$ cat config.mk
export PLATFORM = sky130hd
export DESIGN_NAME = z_event_window_counter
export DESIGN_NICKNAME = d
export VERILOG_FILES = /design/src/rtl/oddeven_pkg.sv /design/src/rtl/z_event_window_counter_wrap.sv /design/src/rtl/z_event_window_counter.sv
export SDC_FILE = /design/constraint.sdc
export NUM_CORES = 1
export LEC_CHECK = 0
export CAP_MARGIN = 20
export CORE_UTILIZATION = 29
export DETAILED_ROUTE_END_ITERATION = 12
export GPL_TIMING_DRIVEN = 1
export HOLD_SLACK_MARGIN = 0.12
export SYNTH_ARGS = -nofsm -noshare
export SYNTH_HDL_FRONTEND = slang
export SYNTH_SLANG_ARGS = --single-unit
$ cat constraint.sdc
create_clock -name clk -period 2.7 [get_ports clk]
set_clock_uncertainty 0.1 [all_clocks]
set_input_delay 0.54 -clock clk [delete_from_list [all_inputs] [get_ports clk]]
set_output_delay 0.54 -clock clk [all_outputs]
set_load 0.02 [all_outputs]
$ cat src/rtl/oddeven_pkg.sv
// Shared definitions for the odd/even detector back end: FSM encoding and
// the layout of the handshake result word.
package oddeven_pkg;

   typedef enum logic {
      ST_IDLE  = 1'b0,
      ST_COUNT = 1'b1
   } state_t;

   // The result word is {cnt_ovf, cnt_out}: the overflow flag sits above the count.
   localparam int RES_OVF_W = 1;

   function automatic int res_width(input int cnt_w);
      return cnt_w + RES_OVF_W;
   endfunction

endpackage

$ cat src/rtl/z_event_window_counter_wrap.sv
// Modulo-MOD up counter with synchronous clear; last flags the terminal value
// so the parent can detect the end of a window without its own compare.
module wrap_counter #(
   parameter int MOD = 16,
   parameter int W   = (MOD > 1) ? $clog2(MOD) : 1
) (
   input  logic         clk,
   input  logic         rst,
   input  logic         clr,
   input  logic         inc,
   output logic [W-1:0] q,
   output logic         last
);

   localparam logic [W-1:0] LAST_VAL = W'(MOD - 1);

   logic [W-1:0] r_q;

   always_ff @(posedge clk or negedge rst) begin
      if (!rst) begin
         r_q <= '0;
      end else if (clr) begin
         r_q <= '0;
      end else if (inc) begin
         r_q <= (r_q == LAST_VAL) ? '0 : r_q + W'(1);
      end
   end

   assign q    = r_q;
   assign last = (r_q == LAST_VAL);

endmodule

$ cat src/rtl/z_event_window_counter.sv
// Counts detector pulses over fixed windows of WINDOW cycles and offers each
// window's saturating count, with an overflow flag, on a valid/ready output.
module z_event_window_counter
   import oddeven_pkg::*;
#(
   parameter int WINDOW = 16,
   parameter int CNT_W  = 8
) (
   input  logic             clk,
   input  logic             rst,
   input  logic             en,
   input  logic             z_in,
   output logic [CNT_W-1:0] cnt_out,
   output logic             cnt_ovf,
   output logic             cnt_valid,
   input  logic             cnt_ready,
   output logic             drop,
   output logic             busy
);

   localparam int WIN_W = $clog2(WINDOW);
   localparam int RES_W = res_width(CNT_W);
   localparam logic [CNT_W-1:0] CNT_MAX = '1;

   state_t r_state;
   state_t w_state_next;

   logic             w_win_clr;
   logic             w_win_inc;
   logic             w_win_last;
   logic [WIN_W-1:0] w_win;
   logic             w_done;

   logic [CNT_W-1:0] r_evt;
   logic             r_sat;
   logic [CNT_W-1:0] w_evt_base;
   logic             w_sat_base;
   logic             w_at_max;
   logic [CNT_W-1:0] w_evt_next;
   logic             w_sat_next;

   logic [RES_W-1:0] r_result;
   logic             r_valid;
   logic             r_drop;

   wrap_counter #(
      .MOD (WINDOW),
      .W   (WIN_W)
   ) u_win_cnt (
      .clk  (clk),
      .rst  (rst),
      .clr  (w_win_clr),
      .inc  (w_win_inc),
      .q    (w_win),
      .last (w_win_last)
   );

   always_ff @(posedge clk or negedge rst) begin
      if (!rst) begin
         r_state <= ST_IDLE;
      end else begin
         r_state <= w_state_next;
      end
   end

   always_comb begin
      w_state_next = r_state;
      w_win_clr    = 1'b0;
      w_win_inc    = 1'b0;
      w_done       = 1'b0;
      case (r_state)
         ST_IDLE: begin
            w_win_clr = 1'b1;
            if (en) begin
               w_state_next = ST_COUNT;
            end
         end
         ST_COUNT: begin
            w_win_inc = 1'b1;
            if (w_win_last) begin
               w_done = 1'b1;
               if (!en) begin
                  w_state_next = ST_IDLE;
               end
            end
         end
         default: begin
            w_state_next = ST_IDLE;
         end
      endcase
   end

   // The first cycle of every window counts from zero, so back-to-back windows
   // never inherit the previous window's tally.
   always_comb begin
      w_evt_base = (w_win == '0) ? '0 : r_evt;
      w_sat_base = (w_win == '0) ? 1'b0 : r_sat;
      w_at_max   = (w_evt_base == CNT_MAX);
      w_evt_next = (z_in && !w_at_max) ? w_evt_base + CNT_W'(1) : w_evt_base;
      w_sat_next = w_sat_base | (z_in & w_at_max);
   end

   always_ff @(posedge clk or negedge rst) begin
      if (!rst) begin
         r_evt <= '0;
         r_sat <= 1'b0;
      end else if (r_state != ST_COUNT || w_done) begin
         r_evt <= '0;
         r_sat <= 1'b0;
      end else begin
         r_evt <= w_evt_next;
         r_sat <= w_sat_next;
      end
   end

   // A held, unaccepted result wins over a newer one; the newer one is dropped.
   always_ff @(posedge clk or negedge rst) begin
      if (!rst) begin
         r_result <= '0;
         r_valid  <= 1'b0;
         r_drop   <= 1'b0;
      end else begin
         r_drop <= 1'b0;
         if (w_done) begin
            if (!r_valid || cnt_ready) begin
               r_result <= {w_sat_next, w_evt_next};
               r_valid  <= 1'b1;
            end else begin
               r_drop <= 1'b1;
            end
         end else if (r_valid && cnt_ready) begin
            r_valid <= 1'b0;
         end
      end
   end

   assign cnt_out   = r_result[CNT_W-1:0];
   assign cnt_ovf   = r_result[CNT_W];
   assign cnt_valid = r_valid;
   assign drop      = r_drop;
   assign busy      = (r_state == ST_COUNT);

endmodule
==> Implementation_results.wiki, run 1 <==
{| class="wikitable"
! Metric !! Value
|-
| Standby leakage power || approximately 0.58 nW
|-
| Area of the die || 4230 µm²
|-
| Total power density per cell area || just over 900 nW/µm²
|-
| Synthesized-area fraction occupied by ao, oa, aoi and oai cells || 0.160
|-
| Number of global-route vias before repair || approximately 900
|-
| Clock transition at path regs || 80 ps
|-
| Post-Syn Nets || 114
|-
| Highest net fanout along the worst path || 6
|-
| Total number of nets in the final design || 130
|-
| Leftover overflow at the end of global routing || 0
|-
| Final period demand of the worst path || ~2000 ps
|-
| Data arrival time of the critical path || 1360 ps
|-
| Total of buffers placed on input and output ports || 16
|-
| Slew HR || 0.648
|-
| Number of search-and-repair iterations in the first detailed-routing pass || 4
|-
| Final Hold Violating Endpoints || 0
|-
| Wire length of the first global-routing pass || ~3.8 mm
|-
| Worst Hold Path EP || u_win_cnt.q[0]
|-
| Number of gates resized after cts || 0
|-
| Reg2Reg Launch Point || u_win_cnt.q[0]
|-
| Critical path start-end classification || reg2out
|-
| Number of max-slew violations in the final report || 0
|-
| Number of buffer and inverter stages on the critical path || 1
|-
| Remaining DRCs || 0
|-
| Cell-by-cell trace of the critical path || clkdlybuf4s50_1
|-
| Total clock buffers created by CTS || 3
|-
| Crit end category || output port
|-
| Drt wl/cell || between 10 and 15 µm
|-
| DRT iter0 DRCs || 48
|-
| Final non-filler cell area || around 1400 µm²
|-
| FF/Latch Area || ~630 µm²
|-
| Hold/Removal Path Class || reg2reg
|-
| Antenna violations before repair || 0
|-
| Area growth from synthesis to layout || 19.3%
|-
| Fraction of the yosys area taken by sequential cells || 0.543
|-
| Top Family by Delay on Critical Path || buffers and inverters
|-
| Half-perimeter wire length of the detailed placement result || roughly 1.6 mm
|-
| Final setup fails || 0
|-
| Total number of vias || 859
|-
| Register-to-Register Setup Slack || ~940 ps
|-
| Fraction of registers with async set/reset || 1.00
|-
| Post-Syn Instances || approximately 110
|-
| Post-synth top area cell || sky130_fd_sc_hd__dfrtp_1
|-
| Worst hold stages || 1
|-
| Most used standard cell by instance count after synthesis || sky130_fd_sc_hd__dfrtp_1
|-
| Global router's overall resource usage || 0.119
|-
| Worst hold slack across all endpoints || 392 ps
|-
| Final ANT Viol Nets || 0
|-
| TritonCTS clock tree || built
|-
| Worst-margin pin slew || roughly 530 ps
|-
| Core Rows || 22
|-
| Max Cap Viol || 0
|-
| Clock root buffer || sky130_fd_sc_hd__clkbuf_8
|-
| End of the worst register-to-register path || r_result[3]
|-
| Critical Path RT || between 2000 and 2500 ps
|-
| Setup Slack @ Placement || a little over 600 ps
|-
| Critical hold path startpoint || u_win_cnt.q[0]
|-
| Largest family of logic cells by synthesized area || simple AND/OR/NAND/NOR gates
|-
| Netlist area before placement || roughly 1200 µm²
|-
| Final-layout setup total negative slack || 0 ps
|-
| Number of fill cells || about 380
|-
| Placed Instance Area || roughly 1300 µm²
|-
| Utilization of the core after routing || 0.367
|-
| Maximum level of the CTS H-tree || 1
|-
| Fraction of synthesized cell area in xor and xnor cells || 0.0152
|-
| Fraction of layout cells with a size suffix above 1 || 0.0738
|-
| Commonest cells post-synth || sky130_fd_sc_hd__dfrtp_1 (25), sky130_fd_sc_hd__o21ai_0 (12), sky130_fd_sc_hd__nor2_1 (8)
|-
| Clock Sinks || 25
|-
| Pin count of the biggest net entering global routing || 26
|-
| Unrepaired setup endpoints after global routing || no
|-
| Vias per std cell || a little over 5
|-
| Synth Area per Inst || between 10 and 15 µm²
|-
| Period Utilization, post-route || 0.739
|-
| Clock Tree Buf Depth || 2
|-
| Adder and majority cell fraction of the synthesized area || 0.0217
|-
| Highest achievable clock rate || between 0.5 and 0.6 GHz
|-
| Simple-gate portion of the synthesized area || 0.203
|-
| Worst skew pair latency || ~260 ps
|-
| Total Routed Length || 2.12 mm
|-
| Floorplan die width || 65 µm
|-
| Maximum ir drop on the vdd rail || between 0.0002 and 0.00025 V
|-
| Number of enable flip-flop cells after synthesis || 0
|-
| FF-to-FF path depth || 4
|-
| Last weighted congestion value of the routability-driven placer || between 0.8 and 0.9
|-
| Critical path's slowest cell || sky130_fd_sc_hd__clkdlybuf4s50_1
|-
| Antenna diode instance count || 0
|-
| Core Footprint || 3740 µm²
|-
| Critical path origin || busy
|-
| Area used by multi-input combinational logic || 460 µm²
|-
| Outcome || complete, no violations
|-
| Ranking of synthesized cells by area || sky130_fd_sc_hd__dfrtp_1 (54%), sky130_fd_sc_hd__o21ai_0 (5.2%), sky130_fd_sc_hd__o31ai_1 (3.9%)
|-
| Num ports || 17
|-
| Count of distinct cell types in the synthesized netlist || 31
|-
| Count of warnings emitted by yosys || 0
|-
| Final worst-path setup slack || 705 ps
|-
| Share of cell area taken by muxes after synthesis || 0
|-
| Synthesis-stage register bit count || 25
|-
| Height of the chip || 65 µm
|-
| Most frequently used flop master after synthesis || sky130_fd_sc_hd__dfrtp_1
|-
| Count of buffers added by post-CTS timing repair for setup || 0
|-
| Hold_buf cts || 0
|-
| Stage delay of the slowest cell on the critical path || approximately 640 ps
|-
| Area fraction of the dominant cell type after synthesis || 0.543
|-
| Type of origin of the critical path || register
|-
| Initial standard-cell utilization of the core || 0.307
|}
layer usage:
metal	vias to the layer above	GRT usage	wire length [µm]
met2	23	0.203	1050
met5	-	0	0
li1	423	-	-
met1	408	0.142	953
met4	0	0.0750	52
met3	5	0.0106	57
through the flow:
step | cells | total power [mW]
finish | 170 | 1.28
global route | 170 | 1.39
CTS | 170 | 1.29
detailed placement | 166 | 1.08
global placement | 166 | 1.06
floorplan | 107 | 0.921
registers in the layout (all words and copies together) (netlist names):
signal,cells
r_result,9
r_evt,8
u_win_cnt.q,4
busy,1
cnt_valid,1
drop,1
r_sat,1
cell families after synthesis:
family / after synthesis
xor gates and xnor gates: 2
AOI/OAI and AO/OA: 30
and+or+nand+nor: 38
DFF: 25
buffers and inverters: 10
adders and majority gates: 2
how the worst max path moves through the flow:
stage | end | slack (ps) | depth (start not counted)
after floorplan | r_result[0] | 1260 | 5
after global placement | r_result[5] | 670 | 4
after detailed placement | r_result[3] | 610 | 4
after CTS | busy | 690 | 1
after global routing | busy | 630 | 1
final | busy | 700 | 1
power by group:
part | internal (mW) | switching (mW) | leakage [nW] | total (mW)
Combinational | 0.209 | 0.259 | 0.235 | 0.468
Clock | 0.105 | 0.108 | 0.0228 | 0.213
Sequential | 0.488 | 0.116 | 0.322 | 0.604
cells in the final DEF (no fill, tap or decap), drive strengths merged, types with 4 or more instances in the layout:
cell and count:
dfrtp 25, clkdlybuf4s50 16, o21ai 12, nor2 8, nor3 6, o31ai 6
inv 4, a21oi 4, nand3 4, clkbuf 4
layout make-up:
type,instances,share of cell area
well taps,48,0.0437
repair buffers,17,0.122
clock buffers,4,0.0328
inverters,4,0.0109
multi-input cells,72,0.335
flip-flops and latches,25,0.455
Note: power is estimated with default switching activity, not from simulation.
==> run 2: changes to the inputs <==
Clock period 2.7 ns to 1.9 ns, I/O delays scaled along.
==> run 2 against run 1 <==
- total power grew 43%
- register-to-register slack lost 560 ps
- sequential share of layout area shrank 0.73 points
- critical path depth is the same
- utilization grew 0.60 points
- setup slack lost 630 ps
- critical path type unchanged
- largest cell class unchanged
==> Implementation_results.wiki, run 2 (same netlist as run 1, synthesis figures left out) <==
{| class="wikitable"
! Metric !! Value
|-
| Critical path start-end classification || reg2out
|-
| Total power || approximately 1.8 mW
|-
| Number of search-and-repair iterations in the first detailed-routing pass || 4
|-
| Clock Sinks || 25
|-
| Number of gates resized after cts || 0
|-
| Total power density per cell area || 1310 nW/µm²
|-
| Number of stages on the worst setup path || 1
|-
| Cell Count Post-Placement || ~170
|-
| Area used by multi-input combinational logic || roughly 460 µm²
|-
| Initial standard-cell utilization of the core || 0.307
|-
| P_sw || ~0.7 mW
|-
| Leftover overflow at the end of global routing || 0
|-
| Highest achievable clock rate || 0.547 GHz
|-
| Final period demand of the worst path || ~1800 ps
|-
| Worst-margin pin slew || approximately 340 ps
|-
| Number of global-route vias before repair || between 800 and 900
|-
| Data arrival time of the critical path || 1350 ps
|-
| Cell-by-cell trace of the critical path || clkdlybuf4s50_1
|-
| Number of max-slew violations in the final report || 0
|-
| Final-layout setup total negative slack || 0 ps
|-
| Antenna violations before repair || 0
|-
| Core Rows || 22
|-
| FF/Latch Area || approximately 630 µm²
|-
| Final ANT Viol Nets || 0
|-
| Num ports || 17
|-
| Core Footprint || around 3700 µm²
|-
| Finished Layout Cells || 173
|-
| Remaining DRCs || 0
|-
| Area growth from synthesis to layout || 21.3%
|-
| Fraction of layout cells with a size suffix above 1 || 0.0960
|-
| Global router's overall resource usage || 0.110
|-
| DRT iter0 DRCs || 20
|-
| Total of buffers placed on input and output ports || 16
|-
| Fraction of power consumed by the clock network || 0.166
|-
| Final Hold Violating Endpoints || 0
|-
| Half-perimeter wire length of the detailed placement result || ~1.6 mm
|-
| Crit end category || output port
|-
| Total clock buffers created by CTS || 3
|-
| Reg2Reg Launch Point || u_win_cnt.q[0]
|-
| Stage delay of the slowest cell on the critical path || approximately 640 ps
|-
| Wire length of the first global-routing pass || 3.61 mm
|-
| Leading cell type in the layout, fill and taps excluded || sky130_fd_sc_hd__dfrtp_1
|-
| Worst skew pair latency || roughly 260 ps
|-
| Hold_buf cts || 0
|-
| Final setup fails || 0
|-
| Final non-filler cell area || between 1000 and 1500 µm²
|-
| Internal power || between 1 and 1.5 mW
|-
| Antenna diode instance count || 0
|-
| Utilization of the core after routing || 0.373
|-
| Vias per std cell || about 5
|-
| Maximum level of the CTS H-tree || 1
|-
| Clock Tree Buf Depth || 2
|-
| Total Routed Length || approximately 2.1 mm
|-
| Period Utilization, post-route || 0.962
|-
| Clock root buffer || sky130_fd_sc_hd__clkbuf_8
|-
| Fraction of power consumed by combinational cells || 0.368
|-
| Unrepaired setup endpoints after global routing || no
|-
| Last weighted congestion value of the routability-driven placer || ~0.88
|-
| Switching part of the total || 0.372
|-
| Reg with most FFs || r_result
|-
| Max Cap Viol || 0
|-
| TritonCTS clock tree || built
|-
| Floorplan die width || between 60 and 70 µm
|-
| FF-to-FF path depth || 4
|-
| Drt wl/cell || 12.2 µm
|-
| Count of buffers added by post-CTS timing repair for setup || 0
|-
| Critical Path RT || 1420 ps
|-
| Type of origin of the critical path || register
|-
| Placed Instance Area || 1350 µm²
|-
| Total number of nets in the final design || around 130
|-
| Clock transition at path regs || around 80 ps
|-
| Highest net fanout along the worst path || 6
|-
| Critical path's slowest cell || sky130_fd_sc_hd__clkdlybuf4s50_1
|-
| Critical path origin || busy
|-
| Standby leakage power || 0.594 nW
|-
| Top Family by Delay on Critical Path || buffers and inverters
|-
| Maximum ir drop on the vdd rail || 0.000324 V
|-
| Pin count of the biggest net entering global routing || 26
|-
| Fraction of power consumed by sequential logic || 0.466
|-
| Hold/Removal Path Class || in2async
|-
| Number of fill cells || between 300 and 400
|-
| Setup Slack @ Placement || slightly below 60 ps
|-
| Worst hold slack across all endpoints || approximately 370 ps
|-
| Total number of vias || 890
|-
| Height of the chip || about 65 µm
|-
| Slew HR || 0.771
|-
| Most frequent cells in the layout || sky130_fd_sc_hd__dfrtp_1 (25), sky130_fd_sc_hd__clkdlybuf4s50_1 (16), sky130_fd_sc_hd__o21ai_0 (12)
|-
| Final worst-path setup slack || between 70 and 80 ps
|-
| Number of buffer and inverter stages on the critical path || 1
|-
| Max reg flops || 9
|-
| Area of the die || 4230 µm²
|-
| Outcome || complete, no violations
|}
## run 2: area by class of cell
class / count / share of cell area
clock buffers: 4 / 0.0323
multi-input cells: 72 / 0.330
well taps: 48 / 0.0430
flip-flops and latches: 25 / 0.448
inverters: 4 / 0.0108
repair buffers: 20 / 0.136
## run 2: power by group through the flow
| stage | Clock (mW) | Sequential (mW) | Combinational (mW) |
|---|---|---|---|
| 5_1_grt | 0.340 | 0.874 | 0.753 |
| 2_1_floorplan | 0 | 0.893 | 0.416 |
| 4_1_cts | 0.314 | 0.852 | 0.687 |
| 6_report | 0.304 | 0.855 | 0.674 |
| 3_5_place_dp | 0 | 0.863 | 0.686 |
| 3_3_place_gp | 0 | 0.849 | 0.669 |
## run 2: worst paths after layout
kind                                        to  slack (ps)
worst max-delay path                      busy          70
worst min register to register  u_win_cnt.q[0]         390
worst max register to register     r_result[6]         380
min in group clk                u_win_cnt.q[0]         390
worst min-delay path               r_result[7]         370
max in group asynchronous       u_win_cnt.q[1]        1090
## run 2: metal layers
| layer | track usage | share of wire |
|---|---|---|
| met5 | 0 | 0 |
| met4 | 0.0583 | 0.015 |
| met3 | 0.00528 | 0.033 |
| met2 | 0.210 | 0.51 |
| met1 | 0.119 | 0.44 |
==> run 3: changes to the inputs <==
Settings changed: CORE_ASPECT_RATIO set to 0.5, HOLD_SLACK_MARGIN 0.12 to 0.02.
==> run 3 against run 2 <==
- via count shrank 1.3%
- worst hold slack lost 2.0 ps
- fmax grew 5.8%
- clock power grew 2%
- flip-flop and latch count is the same
- setup slack gained 100 ps
- largest power group unchanged
- cell count grew 2.3%
==> Implementation_results.wiki, run 3 (same netlist as run 1, synthesis figures left out) <==
{| class="wikitable"
! Metric !! Value
|-
| Hold_buf cts || 0
|-
| Fraction of power consumed by combinational cells || 0.371
|-
| Critical path start-end classification || reg2out
|-
| Final-layout setup total negative slack || 0 ps
|-
| Critical path origin || r_result[3]
|-
| Maximum ir drop on the vdd rail || roughly 0.0005 V
|-
| Period Utilization, post-route || 0.909
|-
| Half-perimeter wire length of the detailed placement result || about 1.6 mm
|-
| Global router's overall resource usage || 0.124
|-
| Wire length of the first global-routing pass || roughly 3.8 mm
|-
| Core Rows || 15
|-
| Leading cell type in the layout, fill and taps excluded || sky130_fd_sc_hd__dfrtp_1
|-
| Total number of vias || roughly 880
|-
| Antenna diode instance count || 0
|-
| Vias per std cell || 4.96
|-
| Pin count of the biggest net entering global routing || 26
|-
| Height of the chip || between 40 and 50 µm
|-
| Initial standard-cell utilization of the core || 0.319
|-
| Final Hold Violating Endpoints || 0
|-
| DRT iter0 DRCs || 23
|-
| Slew HR || 0.717
|-
| Num ports || 17
|-
| Total number of nets in the final design || 134
|-
| Total Routed Length || 2.33 mm
|-
| Stage delay of the slowest cell on the critical path || between 600 and 700 ps
|-
| Worst-margin pin slew || about 420 ps
|-
| Count of buffers added by post-CTS timing repair for setup || 0
|-
| Highest net fanout along the worst path || 2
|-
| Type of origin of the critical path || register
|-
| Top Family by Delay on Critical Path || buffers and inverters
|-
| Number of max-slew violations in the final report || 0
|-
| Reg2Reg Launch Point || u_win_cnt.q[0]
|-
| Worst skew pair latency || 270 ps
|-
| Unrepaired setup endpoints after global routing || no
|-
| Internal power || around 1.2 mW
|-
| Clock transition at path regs || 90 ps
|-
| Fraction of power consumed by sequential logic || 0.461
|-
| Antenna violations before repair || 0
|-
| Remaining DRCs || 0
|-
| Number of fill cells || about 370
|-
| Total of buffers placed on input and output ports || 16
|-
| Area growth from synthesis to layout || 22.4%
|-
| Floorplan die width || between 90 and 100 µm
|-
| Total power density per cell area || 1310 nW/µm²
|-
| Data arrival time of the critical path || 1250 ps
|-
| Switching part of the total || 0.378
|-
| Clock Sinks || 25
|-
| Fraction of power consumed by the clock network || 0.168
|-
| Clock root buffer || sky130_fd_sc_hd__clkbuf_8
|-
| Clock Tree Buf Depth || 2
|-
| Core Footprint || ~3600 µm²
|-
| Outcome || complete, no violations
|-
| Fraction of layout cells with a size suffix above 1 || 0.111
|-
| TritonCTS clock tree || built
|-
| Final period demand of the worst path || about 1700 ps
|-
| Final ANT Viol Nets || 0
|-
| Cell-by-cell trace of the critical path || clkdlybuf4s50_1
|-
| Most frequent cells in the layout || sky130_fd_sc_hd__dfrtp_1 (25), sky130_fd_sc_hd__clkdlybuf4s50_1 (16), sky130_fd_sc_hd__o21ai_0 (12)
|-
| P_sw || ~0.70 mW
|-
| Last weighted congestion value of the routability-driven placer || about 0.77
|-
| Drt wl/cell || 13.1 µm
|-
| Critical Path RT || 1420 ps
|-
| Hold/Removal Path Class || in2async
|-
| Reg with most FFs || r_result
|-
| Highest achievable clock rate || between 0.5 and 0.6 GHz
|-
| Final setup fails || 0
|-
| Critical path's slowest cell || sky130_fd_sc_hd__clkdlybuf4s50_1
|-
| Max Cap Viol || 0
|-
| Standby leakage power || between 0.6 and 0.7 nW
|-
| Number of buffer and inverter stages on the critical path || 1
|-
| Number of search-and-repair iterations in the first detailed-routing pass || 4
|-
| Worst hold slack across all endpoints || approximately 370 ps
|-
| Crit end category || output port
|-
| Maximum level of the CTS H-tree || 1
|-
| Number of gates resized after cts || 0
|-
| Area of the die || 4240 µm²
|-
| Total clock buffers created by CTS || 3
|-
| Number of global-route vias before repair || approximately 810
|-
| Leftover overflow at the end of global routing || 0
|-
| Max reg flops || 9
|}
==> run 3: cell count changes in the layout (fill, tap and decap cells not counted) <==
cell,before,now
sky130_fd_sc_hd__buf_4,4,5
sky130_fd_sc_hd__clkbuf_1,1,0
sky130_fd_sc_hd__clkinv_2,0,1
==> run 3: power by group through the flow <==
stage / registers (mW) / logic, mW / clock network [mW]
after floorplan: 0.893 / 0.416 / 0
after global placement: 0.856 / 0.686 / 0
after detailed placement: 0.861 / 0.695 / 0
after CTS: 0.853 / 0.698 / 0.326
after global routing: 0.879 / 0.779 / 0.350
final: 0.853 / 0.688 / 0.311
==> run 3: worst paths after layout <==
kind,to,slack (ps),depth (start not counted)
min in group clk,r_sat,400,2
worst min-delay path,r_evt[4],370,2
worst max register to register,r_result[0],320,4
worst max-delay path,cnt_out[3],170,1
worst min register to register,r_sat,400,2
max in group asynchronous,r_evt[0],1090,2
==> run 3: final cells by class <==
class                      count  area, µm²  share of cell area
multi-input combinational     72        460               0.327
clock inverter                 1       5.00             0.00355
timing repair buffer          21        198               0.140
inverter                       4       15.0              0.0107
clock buffer                   3       41.3              0.0293
tap                           51       63.8              0.0453
sequential                    25        626               0.444
==> run 3: routing by layer <==
metal	global-route usage	wire length [µm]	vias up
met2	0.209	1110	24
met3	0.0429	107	2
met1	0.151	1100	428
li1	-	-	424
met4	0.0508	6	0
met5	0	0	-
==> run 3: stage by stage <==
stage               setup WS [ps]  utilization  power [mW]  std cells  instance area [µm²]
floorplan                     457            -        1.31        107                 1150
global placement             87.6        0.378        1.54        173                 1360
detailed placement           64.5        0.378        1.56        173                 1360
CTS                           165        0.391        1.88        177                 1410
global route                  123        0.391        2.01        177                 1410
finish                        172        0.391        1.85        177                 1410
==> RTL change 1: new RTL, config.mk and constraints of run 1 <==
Reset style: synchronous (`rst`), changed in 4 clocked blocks.
--- a/src/rtl/z_event_window_counter_wrap.sv
+++ b/src/rtl/z_event_window_counter_wrap.sv
@@ -17,5 +17,5 @@
    logic [W-1:0] r_q;
 
-   always_ff @(posedge clk or negedge rst) begin
+   always_ff @(posedge clk) begin
       if (!rst) begin
          r_q <= '0;
--- a/src/rtl/z_event_window_counter.sv
+++ b/src/rtl/z_event_window_counter.sv
@@ -56,5 +56,5 @@
    );
 
-   always_ff @(posedge clk or negedge rst) begin
+   always_ff @(posedge clk) begin
       if (!rst) begin
          r_state <= ST_IDLE;
@@ -101,5 +101,5 @@
    end
 
-   always_ff @(posedge clk or negedge rst) begin
+   always_ff @(posedge clk) begin
       if (!rst) begin
          r_evt <= '0;
@@ -115,5 +115,5 @@
 
    // A held, unaccepted result wins over a newer one; the newer one is dropped.
-   always_ff @(posedge clk or negedge rst) begin
+   always_ff @(posedge clk) begin
       if (!rst) begin
          r_result <= '0;
Function: differs if rst is asserted again (counterexample within 4 cycles, from zero or initial values and one cycle with rst low); with rst held inactive, the same outputs for 10 cycles.
==> RTL change 1 against run 1 <==
- cell count grew 2.9%
- synthesized cell count grew 7.5%
- sequential cell count is the same
- hold slack lost 0.0094 ns
- routed wire length grew 11%
- final area shrank 7.3%
- critical path type unchanged
- worst setup slack lost 0.091 ns
- die area shrank 8.0%
- utilization grew 0.59 points
- synthesized area shrank 8.3%
Power is not compared: it rests on default switching activity, and its combinational part moved more than twofold at a synthesized area within 25%.
==> RTL change 1: results (changes against run 1) <==
setup_path:
  cp.arrival_ns: 1.45  # +0.09 ns
  crit_path_max_incr_delay_ns: 0.66  # +0.02 ns
  r2r-start: "u_win_cnt.q[0]"
  rr_endpoint: "r_result[0]"
  reg2regPathDepth: 5  # +1
  crit_fanout: 8  # +2
global_routing:
  grtUsageTotal_pct: 12.6  # +0.71 points
  grt_max_degree: 14  # -46%
  grt_pass1_vias: 838  # -4.1%
  grt_pass1_wl_um: 3880  # +1.4%
cells_and_area:
  largest_register_ffs: 9  # unchanged
  nets: 137  # +5.4%
  drive_gt1_share_pct: 5.43  # -2.0 points
synthesis:
  ys_async_sr_fraction_pct: 0  # -100 points
  synth_ff_type: "dfxtp_1"
  synth-xor-area-share_pct: 1.66  # +0.14 points
  netlist_top_cells_area: "dfxtp_1, a21oi_1, o32ai_1, nor3_1, nand2_1"
  ys_types: 34  # +9.7%
  synthCells: 115  # +7.5%
  yosysSeqAreaShare_pct: 47.4  # -7.0 points
  synthAdderAreaFrac_pct: 2.37  # +0.20 points
  synth-compound-area-share_pct: 20.0  # +4.0 points
  ys_top_cells_by_count: "dfxtp_1, a21oi_1, nand2_1"
place:
  place_ws_ns: 0.548  # -0.0609 ns
  dpl-instance-area_sq_um: 1250  # -6.1%
  place.gp.congestion: 0.735  # -15%
  dpl.hpwl_um: 1660  # +4.9%
  dp_cells: 171  # +3.0%
hold_path:
  hold_start: "r_result[5]"
  hold_depth: 2  # +1
  worstHoldEndpoint: "r_result[5]"
cts:
  root_buffer: "clkbuf_4"
  cts_resized: 0  # unchanged
  clock_latency_ns: 0.31  # +0.05 ns
outcome:
  status: "completed"
timing:
  fin_hold_ws_ns: 0.383  # -0.00940 ns
  worst_pin_slew_ns: 0.568  # +0.0407 ns
detailed_routing:
  via_count: 960  # +12%
  drt_wl_total_um: 2340  # +11%
  routedWlPerCell_um: 13.4  # +7.5%
  drt_iter0_markers: 57  # +19%
  drtPass1Iterations: 4  # unchanged
-- RTL change 1: where the power goes --
group	switching [uW]	internal (uW)	total, uW
clock	107	57.8	165
combinational	18.9	14.3	33.3
sequential	6.44	373	379
-- RTL change 1: final cells by class --
cell class              instances  area, sq um
inverters                       3         11.3
clock buffers                   4         26.3
fillers                       371         2140
repair buffers                 17          168
flip-flops and latches         25          500
multi-input cells              80          510
well taps                      46         57.6
-- RTL change 1: how the worst max path moves through the flow --
| stage | from | end | slack (ns) | cells after the start |
|---|---|---|---|---|
| finish | busy | busy | 0.61 | 1 |
| global route | busy | busy | 0.54 | 1 |
| CTS | busy | busy | 0.60 | 1 |
| detailed placement | z_in | r_result[4] | 0.55 | 5 |
| global placement | z_in | r_result[4] | 0.56 | 5 |
| floorplan | u_win_cnt.q[0] | r_result[0] | 1.09 | 5 |
-- RTL change 1: metal layers --
layer / routed length (um) / track usage, %
met1: 1150 / 17.3
met2: 1010 / 19.6
met3: 152 / 3.49
met4: 21 / 2.62
met5: 0 / 0
==> RTL change 2: new RTL, settings of run 1 <==
Made on the original files. Set the parameter `CNT_W` to 12 (it was 8).
--- a/src/rtl/z_event_window_counter.sv
+++ b/src/rtl/z_event_window_counter.sv
@@ -5,5 +5,5 @@
 #(
    parameter int WINDOW = 16,
-   parameter int CNT_W  = 8
+   parameter int CNT_W  = 12
 ) (
    input  logic             clk,
Interface: changed (resized cnt_out); port bits go from 17 to 21. No check against the original RTL was run, so the function may have changed too.
==> RTL change 2 against run 1 <==
- largest power group unchanged
- synthesized area grew 42%
- hold slack lost 0.011 ns
- sequential cell count grew 8
- power grew 45%
- first-iteration DRC count grew 130%
- worst setup slack lost 0.56 ns
- final area grew 47%
- critical path type is now reg2reg
- routed wire length grew 72%
==> RTL change 2: results (changes against run 1) <==
outcome:
  status: "completed"
global_routing:
  grt_max_degree: 34  # +31%
  grtUsageTotal_pct: 13.9  # +2.0 points
cells_and_area:
  nets: 204  # +57%
  largest_register_ffs: 13  # +4
  fillers: 562  # +47%
setup_path:
  cp_slowest_cell: "dfrtp_1"
  r2r_slack_ns: 0.15  # -0.79 ns
  crit_family: "simple AND/OR/NAND/NOR gates"
  crit_path_max_incr_delay_ns: 0.41  # -0.23 ns
  cp-startpoint: "u_win_cnt.q[0]"
  crit_fanout: 7  # +1
cts:
  clock-sinks: 33  # +32%
  cts_buffers: 5  # +2
  cts_max_level: 2  # +1
detailed_routing:
  drt_iter0_markers: 108  # +130%
  viasPerCell: 5.15  # +2.0%
  drt_wl_total_um: 3630  # +72%
place:
  dpl.hpwl_um: 2500  # +58%
  place.gp.congestion: 0.925  # +6.4%
  port_buffers: 20  # +4
  place_ws_ns: 0.102  # -0.507 ns
power:
  ir_worst_vdd_mv: 0.467  # +91%
  p_int_uw: 1180  # +47%
  leakage_uw: 0.000799  # +38%
synthesis:
  syn-num-nets: 180  # +58%
  ys_top_cells_by_count: "dfrtp_1, nor2_1, nand2_1"
  yosysSeqAreaShare_pct: 50.4  # -3.9 points
  netlist_top_cells_area: "dfrtp_1, nand4_1, nor2_1, a31oi_1, nand2_1"
timing:
  fin_crit_ns: 2.55  # +0.560 ns
  relSlewSlack_pct: 58.1  # -6.6 points
==> RTL change 2: cell count changes after synthesis, sizes merged, moves of 6 or more <==
cell    delta
nor2       +8
a31oi      +6
clkbuf     +7
o21ai      -6
nand4      +8
nand2     +12
dfrtp      +8
==> RTL change 2: power groups by stage <==
stage,sequential (uW),clock (uW),combinational [uW]
6_report,763,378,717
2_1_floorplan,847,0,345
4_1_cts,762,388,717
3_5_place_dp,770,0,713
3_3_place_gp,768,0,712
5_1_grt,790,412,805
==> RTL change 2: layout make-up <==
type | instances | area share, %
inverters | 3 | 0.556
well taps | 70 | 4.32
flip-flops and latches | 33 | 40.8
clock buffers | 7 | 4.26
repair buffers | 27 | 12.5
multi-input cells | 126 | 37.6
==> RTL change 2: timing repair <==
item	CTS	global route
resized for setup	0	2
endpoints found under the setup margin	0	6
hold buffers	0	0
==> RTL change 2: cells by family after synthesis <==
group / count (synthesis) / share of synthesized area, %
AOI/OAI and AO/OA: 37 / 14.2
xor gates and xnor gates: 2 / 1.07
adders and majority gates: 3 / 2.29
buffers and inverters: 13 / 3.59
DFF: 33 / 50.4
and+or+nand+nor: 84 / 28.4
==> RTL change 2: worst min-delay path: cells and delay by family (launching register included) <==
family	cells	cell delay (ns)
flops	1	0.34
compound gates	1	0.06
simple gates	1	0.04
==> RTL change 2: worst min-delay path by stage <==
stage / start / to / slack [ns] / cells past startpoint
after global placement: u_win_cnt.q[0] / u_win_cnt.q[0] / 0.37 / 1
after floorplan: rst / busy / 0.14 / 0
final: r_result[10] / r_result[10] / 0.38 / 2
after detailed placement: r_result[12] / r_result[12] / 0.38 / 2
after CTS: r_result[12] / r_result[12] / 0.39 / 2
after global routing: r_result[10] / r_result[10] / 0.42 / 2
==> RTL change 2: through the flow <==
stage               total power (uW)  util [%]  cell area, sq um  std cells
global route                    2010      38.4              2030        266
detailed placement              1480      36.6              1930        259
CTS                             1870      38.3              2020        266
floorplan                       1190         -              1640        172
finish                          1860      38.4              2030        266
global placement                1480      36.6              1930        259
==> RTL change 2: routing by layer <==
metal,track usage [%],share of wire (%)
met1,18.8,52
met2,20.6,42
met3,4.64,4.3
met4,4.91,1.1
met5,0,0
